File: src/rtl/dec_4_to_16_if.sv
// Decoder bus: enable/address/history-clear in, decode and history out.
// The master side drives the request; the slave side is the decoder.
interface dec_4_to_16_if;
    logic        EN;
    logic [3:0]  ADDR;
    logic        HIST_CLR;
    logic [15:0] DEC;
    logic        DEC_VALID;
    logic [15:0] HIST;

    modport master (
        output EN, ADDR, HIST_CLR,
        input  DEC, DEC_VALID, HIST
    );

    modport slave (
        input  EN, ADDR, HIST_CLR,
        output DEC, DEC_VALID, HIST
    );
endinterface

File: src/rtl/dec_4_to_16.sv
// 4-to-16 one-hot decoder with selectable output polarity, optional
// output register, a decode-valid flag and a sticky address history.
module dec_4_to_16 #(
    parameter bit ACTIVE_LOW = 1'b0,
    parameter bit REGISTERED = 1'b1
) (
    input  logic          CLK,
    input  logic          RST,
    dec_4_to_16_if.slave  bus
);

    localparam logic [15:0] IDLE = ACTIVE_LOW ? 16'hFFFF : 16'h0000;

    logic [15:0] onehot;
    logic [15:0] dec_d;
    logic        valid_d, valid_q;
    logic [15:0] hist_d, hist_q;

    always_comb begin
        onehot = '0;
        if (bus.EN) begin
            onehot = 16'h0001 << bus.ADDR;
        end
    end

    // Polarity is applied once here; history always stays active-high.
    always_comb begin
        dec_d   = ACTIVE_LOW ? ~onehot : onehot;
        valid_d = bus.EN;
        hist_d  = hist_q;
        if (bus.HIST_CLR) begin
            hist_d = '0;
        end else if (bus.EN) begin
            hist_d = hist_q | onehot;
        end
    end

    always_ff @(posedge CLK) begin
        if (RST) begin
            valid_q <= 1'b0;
            hist_q  <= '0;
        end else begin
            valid_q <= valid_d;
            hist_q  <= hist_d;
        end
    end

    generate
        if (REGISTERED) begin : g_reg
            logic [15:0] dec_q;
            always_ff @(posedge CLK) begin
                if (RST) begin
                    dec_q <= IDLE;
                end else begin
                    dec_q <= dec_d;
                end
            end
            assign bus.DEC = dec_q;
        end else begin : g_comb
            assign bus.DEC = dec_d;
        end
    endgenerate

    assign bus.DEC_VALID = valid_q;
    assign bus.HIST      = hist_q;

endmodule

File: src/flat_wrapper.sv
// flat-port wrapper written by rule: the top's interface ports become plain ports
module dec_4_to_16_flat 
#(
    parameter bit ACTIVE_LOW = 1'b0,
    parameter bit REGISTERED = 1'b1
)
  (CLK, RST, bus_EN, bus_ADDR, bus_HIST_CLR, bus_DEC, bus_DEC_VALID, bus_HIST);
  dec_4_to_16_if bus_i ();
  input  logic CLK;
  input  logic RST;
  input wire logic [$bits(bus_i.EN)-1:0] bus_EN;
  input wire logic [$bits(bus_i.ADDR)-1:0] bus_ADDR;
  input wire logic [$bits(bus_i.HIST_CLR)-1:0] bus_HIST_CLR;
  output wire logic [$bits(bus_i.DEC)-1:0] bus_DEC;
  output wire logic [$bits(bus_i.DEC_VALID)-1:0] bus_DEC_VALID;
  output wire logic [$bits(bus_i.HIST)-1:0] bus_HIST;
  assign bus_i.EN = bus_EN;
  assign bus_i.ADDR = bus_ADDR;
  assign bus_i.HIST_CLR = bus_HIST_CLR;
  assign bus_DEC = bus_i.DEC;
  assign bus_DEC_VALID = bus_i.DEC_VALID;
  assign bus_HIST = bus_i.HIST;
  dec_4_to_16 #(.ACTIVE_LOW(ACTIVE_LOW), .REGISTERED(REGISTERED)) u_core (.CLK(CLK), .RST(RST), .bus(bus_i));
endmodule
File: config.mk
export PLATFORM = sky130hd
export DESIGN_NAME = dec_4_to_16_flat
export DESIGN_NICKNAME = d
export VERILOG_FILES = /design/src/rtl/dec_4_to_16_if.sv /design/src/rtl/dec_4_to_16.sv /design/src/flat_wrapper.sv
export SDC_FILE = /design/constraint.sdc
export NUM_CORES = 1
export LEC_CHECK = 0
export ABC_AREA = 0
export CORE_UTILIZATION = 30
export CTS_BUF_LIST = sky130_fd_sc_hd__clkbuf_4 sky130_fd_sc_hd__clkbuf_8
export CTS_CLUSTER_SIZE = 25
export DETAILED_ROUTE_END_ITERATION = 8
export HOLD_SLACK_MARGIN = 0.03
export PLACE_DENSITY = 0.57
export SLEW_MARGIN = 30
export SYNTH_ARGS = -nofsm -noshare
export SYNTH_HDL_FRONTEND = slang
export SYNTH_SLANG_ARGS = --single-unit
File: constraint.sdc
create_clock -name CLK -period 1.6 [get_ports CLK]
set_input_delay 0.4 -clock CLK [delete_from_list [all_inputs] [get_ports CLK]]
set_output_delay 0.4 -clock CLK [all_outputs]
set_load 0.05 [all_outputs]
==> impl_metrics.py <==
metrics = {
    "clocking": {
        "cts_hold_buffers": 0,
        "insertion_delay_ns": 0.32,
        "ctsLongestPathBuffers": 2,
        "clock_sinks": 33,
        "cts_buffers": 5,
        "cts-root-buf": "clkbuf_4",
        "cts_resized": 1,
        "cts_tree": "done",
        "cts-htree-levels": 2,
        "postCtsSetupBuffers": 0,
        "clk_pin_slew_ns": 0.09,
    },
    "floorplanning": {
        "io_pins": 41,
        "rows": 21,
        "die_h_um": 61.01,
        "die_w_um": 61.01,
        "die_area_mm2": 0.003722,
        "coreArea_mm2": 0.003337,
        "start_util_pct": 31.31,
    },
    "yosys": {
        "yosys_warnings": 0,
        "synth-async-reset-ratio_pct": 0,
        "netlist_top_cells_area": "dfxtp_1, o2bb2ai_1, nor2_1, nand4bb_1, or4b_4",
        "ys_types": 18,
        "synth_area_leader_cell": "dfxtp_1",
        "synth_nets": 93,
        "syn-cell-area_mm2": 0.001045,
        "ys_ff_latch": 33,
        "synthMostInstantiatedCell": "dfxtp_1",
        "synth_edf_count": 0,
        "yosysSeqAreaShare_pct": 63.23,
        "synth_ff_type": "dfxtp_1",
        "synth_cells": 85,
        "yosys.area.top_type_share_pct": 63.23,
        "syn_area_per_cell_um2": 12.29,
        "synth_commonest_cells": "dfxtp_1, o2bb2ai_1, nor2_1",
    },
    "sta": {
        "final-setup-viol-count": 0,
        "tightest_slew_ns": 0.6134,
        "hold_viol_final": 0,
        "slew_violations": 0,
        "period_share_pct": 91.86,
        "rsz0062_at_grt": "no",
        "min_period_ns": 1.470,
        "holdWs_ns": 0.5106,
        "slew-limit-headroom_pct": 59.06,
        "fmax_mhz": 680.4,
        "finClkSkew_ns": 0,
    },
    "power_and_ir_drop": {
        "leakage_nw": 0.6791,
        "clkPwrFrac_pct": 32.4,
        "p_total_mw": 1.454,
        "powerDensity_mw_per_mm2": 802.1,
        "sw_frac_of_total_pct": 22.79,
        "p_seq_share_pct": 57.5,
        "p_switching_uw": 331.3,
        "combPwrFrac_pct": 10.1,
        "power.internal_mw": 1.123,
        "ir_drop_mv": 0.4031,
    },
    "grt": {
        "overflow": 0,
        "track_usage_pct": 14.34,
        "grt_pass1_wl_um": 3836,
        "grt.met3_usage_pct": 5.462,
        "grt_max_degree": 17,
        "grt_util_met1_pct": 18.66,
        "grtUsageMet2_pct": 21.51,
        "antenna_found_initial": 0,
        "busiest_layer": "met2",
        "grt_pass1_vias": 801,
    },
    "worst_setup_path": {
        "worstPathMaxFanout": 10,
        "cp.arrival_ns": 1.72,
        "critPathRequiredTime_ns": 1.85,
        "worstSetupPathType": "primary input to flip-flop",
        "cp-start-kind": "primary input",
        "worstSetupEndpointType": "flip-flop",
    },
    "cells_and_area": {
        "nets": 143,
        "diodes": 0,
        "areaGrowthSynthToFinish_pct": 73.53,
        "drive_above_1_share_pct": 38.24,
    },
    "route": {
        "wl_per_cell_um": 12.32,
        "via_count": 834,
        "drtAntennaViolNets": 0,
        "wirelength_um": 2242,
        "drt_iter0_markers": 15,
        "via_per_inst": 4.582,
        "dr.pass1.iters": 4,
        "drc_errors": 0,
    },
    "place": {
        "gp_congestion": 0.8100,
        "dpl.hpwl_um": 1728,
        "port_buffers": 40,
    },
    "run_status": {
        "status": "finished clean",
    },
    "flow_run": {
        "max-cap-violations": 0,
    },
    "min_path": {
        "hp-class": "flip-flop to flip-flop",
    },
}
power by group through the flow:
| stage | combinational [mW] | sequential [mW] | clock, mW |
|---|---|---|---|
| CTS | 0.147 | 0.836 | 0.480 |
| floorplan | 0.0429 | 0.882 | 0 |
| detailed placement | 0.146 | 0.855 | 0 |
| global placement | 0.145 | 0.856 | 0 |
| global route | 0.157 | 0.838 | 0.528 |
| finish | 0.147 | 0.836 | 0.471 |
critical path, cell delays in order:
cell	delay (ns)
clkdlybuf4s50_1	0.56
or4b_1	0.63
nor2_1	0.14
state kept, by name, summed over array words and instances, names as in the netlist:
signal	flops
u_core.bus.HIST	16
u_core.bus.DEC_VALID	1
u_core.bus.DEC	16
metal layers:
layer / vias to the layer above / share of wire, %
li1: 412 / -
met1: 370 / 46
met2: 45 / 44
met3: 7 / 8.3
met4: 0 / 1.5
met5: - / 0
layout make-up:
cell class	count	area, um^2
flip-flops and latches	33	660.6
clock buffers	8	60.06
well taps	46	57.56
fillers	281	1524
repair buffers	46	675.6
multi-input cells	49	359.1
final timing paths:
path | slack, ns | to | from | cells past startpoint
setup / recovery | 0.13 | u_core.bus.DEC[4] | RST | 3
hold / removal | 0.51 | u_core.bus.HIST[8] | u_core.bus.HIST[8] | 1
setup reg to reg | 1.00 | u_core.bus.HIST[9] | u_core.bus.HIST[9] | 1
hold reg to reg | 0.51 | u_core.bus.HIST[8] | u_core.bus.HIST[8] | 1
metrics by stage:
step / instance area (um^2) / setup TNS (ns) / worst slack [ns] / cells / util (%)
after floorplan: 1045 / 0 / 0.3438 / 85 / -
after global placement: 1750 / -6.224 / -0.3708 / 174 / 52.46
after detailed placement: 1750 / -7.264 / -0.4313 / 174 / 52.46
after CTS: 1813 / 0 / 0.1398 / 182 / 54.33
after global routing: 1813 / 0 / 0.05435 / 182 / 54.33
final: 1813 / 0 / 0.1302 / 182 / 54.33
logic make-up (layout without fill, tap and decap cells):
| kind of cell | count (synthesis) | in the layout | share of synthesized area [%] |
|---|---|---|---|
| buffers and inverters | 3 | 54 | 2.634 |
| AND/OR/NAND/NOR | 33 | 33 | 20.72 |
| AO/OA/AOI/OAI | 16 | 16 | 13.41 |
| flip-flops | 33 | 33 | 63.23 |
placed cells by master (no fill, tap or decap):
cell and n:
dfxtp_1 33, nand2b_1 2, nand4bb_1 3, buf_12 25
or4b_1 1, nor2_1 12, nand3_1 1, nand4b_1 1
nor2b_1 1, clkdlybuf4s50_1 7, nor2_2 1, nor3_2 1
nor3_1 3, or4b_4 2, clkbuf_4 8, or4_4 1
nand3b_1 2, buf_4 14, or3b_1 1, o2bb2ai_1 16
nand2_1 1
No activity file was read; power rests on OpenSTA's default activity.
